===== config.mk =====
export PLATFORM = sky130hd
export DESIGN_NAME = i2s_tx_param
export DESIGN_NICKNAME = d
export VERILOG_FILES = /design/src/rtl/i2s_pkg.sv /design/src/rtl/i2s_sample_fifo.sv /design/src/rtl/i2s_tx_param.sv
export SDC_FILE = /design/constraint.sdc
export NUM_CORES = 1
export LEC_CHECK = 0
export CORE_MARGIN = 1
export CORE_UTILIZATION = 25
export DETAILED_ROUTE_END_ITERATION = 8
export PLACE_DENSITY = 0.4
export SYNTH_ARGS = -nofsm -noshare
export SYNTH_HDL_FRONTEND = slang
export SYNTH_SLANG_ARGS = --single-unit

===== constraint.sdc =====
create_clock -name clk -period 3.95 [get_ports clk]
set_clock_uncertainty 0.15 [all_clocks]
set_input_delay 1.185 -clock clk [delete_from_list [all_inputs] [get_ports clk]]
set_output_delay 1.185 -clock clk [all_outputs]
set_load 0.05 [all_outputs]

===== src/rtl/i2s_pkg.sv =====
// i2s_pkg: channel-select encodings, the stereo sample type and a width helper
// shared by the I2S transmitter and its sample FIFO.
package i2s_pkg;

  localparam logic CH_LEFT  = 1'b0;
  localparam logic CH_RIGHT = 1'b1;

  // Widest supported channel sample; narrower samples sit zero-extended in the fields.
  localparam int I2S_MAX_DATA_W = 32;

  typedef struct packed {
    logic [I2S_MAX_DATA_W-1:0] left;
    logic [I2S_MAX_DATA_W-1:0] right;
  } i2s_stereo_t;

  function automatic int i2s_clog2w(input int n);
    return (n <= 2) ? 1 : $clog2(n);
  endfunction

endpackage


===== src/rtl/i2s_sample_fifo.sv =====
// i2s_sample_fifo: synchronous FIFO holding packed {left, right} stereo samples.
// Push is ignored when full and pop when empty; DEPTH must be a power of two.
module i2s_sample_fifo #(
  parameter int WIDTH = 32,
  parameter int DEPTH = 4
) (
  input  logic                   clk,
  input  logic                   rst_n,
  input  logic                   i_push,
  input  logic                   i_pop,
  input  logic [WIDTH-1:0]       i_wdata,
  output logic [WIDTH-1:0]       o_rdata,
  output logic [$clog2(DEPTH):0] o_level,
  output logic                   o_full,
  output logic                   o_empty
);

  localparam int AW = $clog2(DEPTH);
  localparam int LW = AW + 1;

  logic [WIDTH-1:0] r_mem [DEPTH];
  logic [AW-1:0]    r_wr_ptr;
  logic [AW-1:0]    r_rd_ptr;
  logic [LW-1:0]    r_level;
  logic             w_push;
  logic             w_pop;

  assign o_full  = (r_level == LW'(DEPTH));
  assign o_empty = (r_level == '0);
  assign w_push  = i_push && !o_full;
  assign w_pop   = i_pop && !o_empty;
  assign o_rdata = r_mem[r_rd_ptr];
  assign o_level = r_level;

  always_ff @(posedge clk) begin
    if (w_push) r_mem[r_wr_ptr] <= i_wdata;
  end

  always_ff @(posedge clk) begin
    if (!rst_n) begin
      r_wr_ptr <= '0;
      r_rd_ptr <= '0;
      r_level  <= '0;
    end else begin
      if (w_push) r_wr_ptr <= r_wr_ptr + 1'b1;
      if (w_pop)  r_rd_ptr <= r_rd_ptr + 1'b1;
      case ({w_push, w_pop})
        2'b10:   r_level <= r_level + 1'b1;
        2'b01:   r_level <= r_level - 1'b1;
        default: r_level <= r_level;
      endcase
    end
  end

endmodule


===== src/rtl/i2s_tx_param.sv =====
// i2s_tx_param: Philips-format I2S transmitter with stereo-sample FIFO.
// Define I2S_TX_UNDERRUN_HOLD_EN to repeat the last popped sample on underrun.
module i2s_tx_param
  import i2s_pkg::*;
#(
  parameter int DATA_W     = 16,
  parameter int SLOT_W     = 16,
  parameter int BCLK_DIV   = 4,
  parameter int FIFO_DEPTH = 4
) (
  input  logic                        clk,
  input  logic                        rst_n,
  input  logic                        enable,
  input  logic                        s_valid,
  output logic                        s_ready,
  input  logic [DATA_W-1:0]           s_left,
  input  logic [DATA_W-1:0]           s_right,
  output logic                        bclk,
  output logic                        lrclk,
  output logic                        sdata,
  output logic                        underrun,
  output logic [$clog2(FIFO_DEPTH):0] fifo_level
);

  localparam int FRAME_W = 2 * SLOT_W;
  localparam int DIV_W   = i2s_clog2w(BCLK_DIV);
  localparam int BIT_W   = i2s_clog2w(FRAME_W);

  logic [DIV_W-1:0]    r_div;
  logic [BIT_W-1:0]    r_bit;
  logic [FRAME_W-1:0]  r_shift;
  logic                r_bclk;
  logic                r_lrclk;
  logic                r_sdata;
  logic                r_underrun;

  logic                w_full;
  logic                w_empty;
  logic                w_tick;
  logic                w_fall;
  logic                w_frame_start;
  logic                w_pop;
  logic [2*DATA_W-1:0] w_rdata;
  i2s_stereo_t         w_head;
  i2s_stereo_t         w_frame_src;
  logic [FRAME_W-1:0]  w_image;

  // Slot image is MSB-first: sample bits, then zero padding up to SLOT_W.
  function automatic logic [FRAME_W-1:0] frame_image(input i2s_stereo_t s);
    return {SLOT_W'({{SLOT_W{1'b0}}, s.left}  << (SLOT_W - DATA_W)),
            SLOT_W'({{SLOT_W{1'b0}}, s.right} << (SLOT_W - DATA_W))};
  endfunction

  i2s_sample_fifo #(
    .WIDTH (2 * DATA_W),
    .DEPTH (FIFO_DEPTH)
  ) u_fifo (
    .clk     (clk),
    .rst_n   (rst_n),
    .i_push  (s_valid),
    .i_pop   (w_pop),
    .i_wdata ({s_left, s_right}),
    .o_rdata (w_rdata),
    .o_level (fifo_level),
    .o_full  (w_full),
    .o_empty (w_empty)
  );

  assign s_ready       = !w_full;
  assign w_tick        = enable && (r_div == DIV_W'(BCLK_DIV - 1));
  assign w_fall        = w_tick && r_bclk;
  assign w_frame_start = w_fall && (r_bit == '0);
  assign w_pop         = w_frame_start && !w_empty;

  always_comb begin
    w_head       = '0;
    w_head.left  = I2S_MAX_DATA_W'(w_rdata[2*DATA_W-1:DATA_W]);
    w_head.right = I2S_MAX_DATA_W'(w_rdata[DATA_W-1:0]);
  end

`ifdef I2S_TX_UNDERRUN_HOLD_EN
  i2s_stereo_t r_hold;

  always_ff @(posedge clk) begin
    if (!rst_n)     r_hold <= '0;
    else if (w_pop) r_hold <= w_head;
  end

  assign w_frame_src = w_empty ? r_hold : w_head;
`else
  assign w_frame_src = w_empty ? '0 : w_head;
`endif

  assign w_image = frame_image(w_frame_src);

  // The frame-start falling edge still emits the previous frame's last bit
  // (the right LSB in Philips timing) before the new image is loaded.
  always_ff @(posedge clk) begin
    if (!rst_n || !enable) begin
      r_div   <= '0;
      r_bit   <= '0;
      r_shift <= '0;
      r_bclk  <= 1'b0;
      r_lrclk <= CH_RIGHT;
      r_sdata <= 1'b0;
    end else if (w_tick) begin
      r_div  <= '0;
      r_bclk <= ~r_bclk;
      if (r_bclk) begin
        r_sdata <= r_shift[FRAME_W-1];
        r_lrclk <= (r_bit >= BIT_W'(SLOT_W)) ? CH_RIGHT : CH_LEFT;
        r_shift <= w_frame_start ? w_image : (r_shift << 1);
        r_bit   <= (r_bit == BIT_W'(FRAME_W - 1)) ? '0 : r_bit + 1'b1;
      end
    end else begin
      r_div <= r_div + 1'b1;
    end
  end

  always_ff @(posedge clk) begin
    if (!rst_n) r_underrun <= 1'b0;
    else        r_underrun <= w_frame_start && w_empty;
  end

  assign bclk     = r_bclk;
  assign lrclk    = r_lrclk;
  assign sdata    = r_sdata;
  assign underrun = r_underrun;

endmodule


# ---- Word-level counts from Yosys, hierarchy flattened
# Memory sizes are Yosys's and may differ from the RTL's. A register that Yosys moved wholly into a read port is not among the register bits.
# Index checks and enable logic that the tools add are counted.
# Widths: inputs -> output; s select.
dict set report word_totals {
  reg_bits 50
  ram_bits 128
  output_inout_bits 8
  elab_cells 50
  n_memories 1
}
# name depth width rd rd_clocked_by_memory_dff write_ports line_no
set mem_list {}
lappend mem_list {u_fifo.r_mem 4 32 1 1 1 i2s_sample_fifo.sv:21} ;# logic [WIDTH-1:0] r_mem [DEPTH];
dict set report op_classes {
  add_sub_neg 6
  magnitude_cmp 1
  eq_ne 5
  n_mux 9
  n_bitwise 1
  n_reduce_logical 17
}
# op n
set ops {}
lappend ops {{$mux 48} 1}
lappend ops {{$mux 32} 1}
lappend ops {{$logic_and 1x1->1} 7}
lappend ops {{$add 2x1->2 const B} 3}
lappend ops {{$pmux 3 s2} 1}
lappend ops {{$add 5x1->5 const B} 1}
lappend ops {{$eq 5x5->1 const B} 1}
lappend ops {{$ge 5x5->1 const B} 1}
lappend ops {{$logic_not 5->1} 1}
lappend ops {{$mux 5} 1}
lappend ops {{$eq 2x2->1 const B} 2}
lappend ops {{$logic_not 1->1} 4}
lappend ops {{$mux 2} 2}
lappend ops {{$add 3x1->3 const B} 1}
lappend ops {{$eq 3x3->1 const B} 1}
lappend ops {{$logic_not 3->1} 1}
lappend ops {{$mux 1} 3}
lappend ops {{$sub 3x1->3 const B} 1}
lappend ops {{$eq 2x1->1 const B} 1}
lappend ops {{$reduce_and 2->1} 1}
lappend ops {{$reduce_bool 2->1} 1}
lappend ops {{$reduce_or 2->1} 1}
lappend ops {{$logic_or 1x1->1} 1}
lappend ops {{$not 1->1} 1}

# ---- Depth between registers and ports, before layout
dict set report logic_depth {
  depth_word 8
  mapped_depth 11
  mapped_depth_nobuf 10
}

# ---- By module
# From an unflattened synthesis, not the netlist that was laid out.
dict set report hier_totals {
  cells_unflattened 458
  area_unflattened_um2 7119.3
}
# module instances cells_per_inst area_per_inst_um2 seq_area_each_um2
set modules_own_cells {}
lappend modules_own_cells {i2s_sample_fifo 1 221 5144.9 4023.9}
lappend modules_own_cells {i2s_tx_param 1 237 1974.4 860.8}

# ---- Worst setup path before layout
# Ideal clock, no wire load.
dict set report synth_path {
  path_type {input -> register}
  from {input enable}
  to {register u_fifo.r_level[2] (netlist: u_fifo.o_level[2])}
  setup_time_ps 70
  arrival_time_ps 2964
  t_required_ps 3730
  slack_ps 766
  cell_stages 10
  path_buffers 2
  path_cell_list {and3_1 clkbuf_1 and3_1 buf_2 ha_1 inv_1 fa_1 xor2_1 or3_1 a21oi_1}
}
dict set report synth_via {
  elab_chain_cells 7
  elab_cells_between_ends 9
  cone_classes {eq/ne (2); mux (1); reduce/logical (6)}
}
# item line_no
set synth_lines {}
lappend synth_lines {{start: declaration} i2s_tx_param.sv:13} ;# input logic enable,
lappend synth_lines {{$logic_and 1x1->1 *} i2s_tx_param.sv:70} ;# assign w_tick = enable && (r_div == DIV_W'(BCLK_DIV - 1));
lappend synth_lines {{$logic_and 1x1->1 *} i2s_tx_param.sv:71} ;# assign w_fall = w_tick && r_bclk;
lappend synth_lines {{$logic_and 1x1->1 *} i2s_tx_param.sv:72} ;# assign w_frame_start = w_fall && (r_bit == '0);
lappend synth_lines {{$logic_and 1x1->1 *} i2s_tx_param.sv:73} ;# assign w_pop = w_frame_start && !w_empty;
lappend synth_lines {{$logic_and 1x1->1 *} i2s_sample_fifo.sv:31} ;# assign w_pop = i_pop && !o_empty;
lappend synth_lines {{named net u_fifo.w_pop} i2s_sample_fifo.sv:26} ;# logic w_pop;
lappend synth_lines {{$eq 2x1->1 or $eq 2x2->1 (tied branches)} i2s_sample_fifo.sv:47} ;# case ({w_push, w_pop})
lappend synth_lines {{$pmux 3 s2 or $reduce_bool 2->1 (tied branches)} -}
lappend synth_lines {{end signal: assignment} i2s_sample_fifo.sv:48} ;# 2'b10: r_level <= r_level + 1'b1;
lappend synth_lines {{end signal: assignment} i2s_sample_fifo.sv:49} ;# 2'b01: r_level <= r_level - 1'b1;
lappend synth_lines {{end signal: assignment} i2s_sample_fifo.sv:50} ;# default: r_level <= r_level;
lappend synth_lines {{end: declaration} i2s_sample_fifo.sv:24} ;# logic [LW-1:0] r_level;
# Mark *: on every way through the listed nets, which the timed path passes. The rest lies on a longest branch.
# A chain may end at the register's enable or synchronous reset.

# ---- Worst setup path after layout
dict set report layout_path {
  from {register u_fifo.r_level[2] (netlist: u_fifo.o_level[2])}
  to {output s_ready}
}
dict set report layout_via {
  elab_chain_cells 2
}
# item line_no
set layout_lines {}
lappend layout_lines {{$eq 3x3->1} i2s_sample_fifo.sv:28} ;# assign o_full = (r_level == LW'(DEPTH));
lappend layout_lines {{$logic_not 1->1} i2s_tx_param.sv:69} ;# assign s_ready = !w_full;
lappend layout_lines {{end: declaration} i2s_tx_param.sv:15} ;# output logic s_ready,
# Every way passes these cells.

==> out/qor.tcl <==
set qor(status) {finished clean}
set qor(yosys-mux-area-fraction_pct) 10.6
set qor(ioPinCount) 44
set qor(layout_commonest_cell) {sky130_fd_sc_hd__edfxtp_1}
set qor(path_max_fanout) 10
set qor(total_of_endpoints_with_negative_setup_slack_in_the_final_report) 0
set qor(cts-htree-levels) 4
set qor(cts-root-to-sink-buffers) 2
set qor(crit_path_top_delay_cell) {sky130_fd_sc_hd__clkdlybuf4s50_1}
set qor(synth_compound_gate_area_share_pct) 8.24
set qor(time_the_final_worst_path_needs_with_i_o_delays_and_setup_ns) 3.48
set qor(synth.lib_cells_used.distinct) 35
set qor(final_cell_mix) {128 x sky130_fd_sc_hd__edfxtp_1, 73 x sky130_fd_sc_hd__a21oi_1, 51 x sky130_fd_sc_hd__dfxtp_1}
set qor(power.static_leakage_nw) 2.75
set qor(post_synth_and_or_nand_nor_area_fraction_pct) 6.01
set qor(tightestPinTransition_ns) 1.01
set qor(tritoncts) {built}
set qor(global_route.overflow_total) 0
set qor(num_vias) 3951
set qor(power.density_cell_area_mw_per_mm2) 471
set qor(clock_insertion_delay_worst_skew_ns) 0.43
set qor(worst_slew_margin_rel_pct) 32.5
set qor(die_y_um) 169
set qor(area_growth_pct) 20.6
set qor(nets) 546
set qor(timing.critical_path.arrival_ns) 2.14
set qor(switching_power_mw) 0.893
set qor(yosys_warnings) 0
set qor(row_count) 60
set qor(drive_above_1_share_pct) 15.8
set qor(initial_util_pct) 25.6
set qor(yosys.area_share.adder_pct) 1.90
set qor(crit_chain) {or3b_2, clkdlybuf4s50_1}
set qor(syn-mean-instance-area_um2) 15.3
set qor(min_period_over_period_pct) 88.0
set qor(cell_internal_pwr_mw) 3.07
set qor(antenna_found_initial) 0
set qor(synthXorXnorAreaFrac_pct) 0.377
set qor(drt-wirelength-per-cell_um) 17.2
set qor(tns_ns) 0
set qor(cts_sinks) 180
set qor(timing.critical_path.from) {u_fifo.o_level[2]$_SDFFE_PN0P_}
set qor(cts_setup_buffers) 0
set qor(die_w_um) 169
set qor(swShare_pct) 22.5
set qor(synth-seq-area-share_pct) 70.1
set qor(drt_first_iter_violations) 200
set qor(power.ir.vdd_worst_v) 0.000278
set qor(start_to_end_type_of_the_worst_setup_path) {flop to output port}
set qor(max_stage_delay_ns) 0.74
set qor(hold_path.startpoint) {r_div[0]$_SDFF_PP0_}
set qor(utilization_pct) 30.9
set qor(nFillCells) 2760
set qor(post-layout-total-power_mw) 3.96
set qor(grt_max_degree) 44
set qor(power.share.clock_pct) 42.2
set qor(critPathLaunchType) {flop}
set qor(antenna_left) 0
set qor(synth_top_family_by_area) {multiplexers}
set qor(antennaDiodeCount) 0
set qor(floorplan.die_area_mm2) 0.0286
set qor(power.combinational.fraction_pct) 5.1
set qor(critPathCaptureType) {output port}
set qor(number_of_violations_of_the_max_capacitance_limit) 0
set qor(clock_tree.root_cell) {sky130_fd_sc_hd__clkbuf_16}
set qor(mappedNetlistArea_mm2) 0.00697
set qor(count_of_buffers_from_port_buffering) 43
set qor(worstPathRequired_ns) 2.61
set qor(grt_pass1_wl_mm) 24.1
set qor(drt-pass1-iter-count) 4
set qor(min-delay-path-class) {flop to flop}
set qor(clk_pin_slew_ns) 0.07
set qor(detail_route.wirelength_mm) 15.2
set qor(remaining_drc_errors) 0
set qor(post-dp-hpwl_mm) 8.56
set qor(report.final.hold_viol_count) 0
set qor(ctsHoldBuffers) 0
set qor(cts_buffers) 17
set qor(final-max-slew-violation-count) 0
set qor(rsz0062_at_grt) {false}
set qor(place_congestion) 0.693
set qor(p_seq_share_pct) 52.8
set qor(worstReg2RegStart) {u_fifo.o_level[2]$_SDFFE_PN0P_}
set qor(avg_vias_per_cell) 4.46
set qor(first_global_vias) 4285
set qor(timing.fmax_mhz) 288
set qor(number_of_cells_produced_by_synthesis) 457
set qor(global_route.usage.total_pct) 11.3
set qor(synth_seq_cells) 180
set qor(ctsResizeCount) 0
set qor(design.core.area_mm2) 0.0272
set qor(postSynthNetCount) 503
==> per-layer routing <==
metal	track usage (%)	share of wire (%)	vias up	wire length (um)
met3	2.13	2.5	16	373
li1	-	-	1848	-
met4	4.39	1.6	0	250
met1	14.6	47	2015	7070
met5	0	0	-	0
met2	18.8	49	72	7480
==> power groups by stage <==
stage                     clock (mW)  combinational [mW]  sequential, mW
final                           1.67               0.201            2.09
after global placement             0               0.204            2.13
after floorplan                    0              0.0970            2.14
after CTS                       1.72               0.208            2.09
after detailed placement           0               0.206            2.13
after global routing            1.79               0.223            2.10
==> logic make-up (layout without fill, tap and decap cells) <==
| group | count (synthesis) | in the layout |
|---|---|---|
| XOR/XNOR | 3 | 3 |
| flip-flops | 180 | 180 |
| AND/OR/NAND/NOR | 78 | 78 |
| multiplexers | 34 | 34 |
| AO/OA/AOI/OAI | 112 | 112 |
| adder cells (fa/ha/maj) | 10 | 10 |
| buffers and inverters | 40 | 96 |
==> final timing paths <==
check                                                      end  slack (ns)  cells past startpoint
worst max register to register  u_fifo.o_level[2]$_SDFFE_PN0P_        1.23                      9
worst max-delay path                                   s_ready        0.47                      2
worst min-delay path                       r_div[0]$_SDFF_PP0_        0.31                      1
worst min register to register             r_div[0]$_SDFF_PP0_        0.31                      1
==> final cells by class <==
cell class              instances  area (um2)  area share, %
flip-flops and latches        180        4890           58.1
inverters                       8        30.0          0.357
multi-input cells             237        1900           22.6
repair buffers                 56         541           6.43
well taps                     372         465           5.54
clock buffers                  19         443           5.27
clock inverters                13         139           1.65
==> synthesized netlist by cell type <==
cell type                  number  area, um2
sky130_fd_sc_hd__a21o_1         2       15.0
sky130_fd_sc_hd__a21oi_1       73        365
sky130_fd_sc_hd__a31o_2         1       8.76
sky130_fd_sc_hd__a31oi_1        1       6.26
sky130_fd_sc_hd__a41oi_1        1       8.76
sky130_fd_sc_hd__and2_1         2       12.5
sky130_fd_sc_hd__and3_1         7       43.8
sky130_fd_sc_hd__buf_1          5       18.8
sky130_fd_sc_hd__buf_2          7       35.0
sky130_fd_sc_hd__buf_4          3       22.5
sky130_fd_sc_hd__buf_6          3       33.8
sky130_fd_sc_hd__clkbuf_1      14       52.6
sky130_fd_sc_hd__dfxtp_1       52       1040
sky130_fd_sc_hd__edfxtp_1     128       3840
sky130_fd_sc_hd__fa_1           1       20.0
sky130_fd_sc_hd__ha_1           9        113
sky130_fd_sc_hd__inv_1          8       30.0
sky130_fd_sc_hd__mux2i_1        2       20.0
sky130_fd_sc_hd__mux4_2        32        721
sky130_fd_sc_hd__nand2_1       14       52.6
sky130_fd_sc_hd__nand2b_1       1       6.26
sky130_fd_sc_hd__nand3_1       36        180
sky130_fd_sc_hd__nand4_1        1       6.26
sky130_fd_sc_hd__nor2_1         6       22.5
sky130_fd_sc_hd__nor3_1         1       5.00
sky130_fd_sc_hd__nor3b_1        1       7.51
sky130_fd_sc_hd__nor4_2         1       12.5
sky130_fd_sc_hd__nor4b_2        1       15.0
sky130_fd_sc_hd__o21ai_0       34        170
sky130_fd_sc_hd__or3_1          3       18.8
sky130_fd_sc_hd__or3b_2         1       8.76
sky130_fd_sc_hd__or4_1          1       7.51
sky130_fd_sc_hd__or4b_1         2       20.0
sky130_fd_sc_hd__xnor2_1        1       8.76
sky130_fd_sc_hd__xor2_1         2       17.5
==> metrics by stage <==
step                instance area [um2]  worst slack [ns]  std cells  hold slack (ns)
floorplan                          6970             0.766        457            0.258
global placement                   7820             0.352        853            0.266
detailed placement                 7820             0.295        853            0.302
CTS                                8410             0.446        885            0.313
global route                       8410             0.387        885            0.337
finish                             8410             0.475        885            0.307
==> registers in the layout, indices dropped and copies added, names as in the netlist, named ones only <==
signal,count
u_fifo.r_rd_ptr,2
underrun,1
lrclk,1
bclk,1
r_div,2
u_fifo.o_level,3
r_shift,32
u_fifo.r_wr_ptr,2
u_fifo.r_mem,128
sdata,1
r_bit,5
==> critical path: cells and delay by family (launching register included) <==
family	cells	cell delay, ns
flip-flops	1	0.40
AND/OR/NAND/NOR	1	0.58
buffers and inverters	1	0.74
Note: power is estimated with default switching activity, not from simulation.
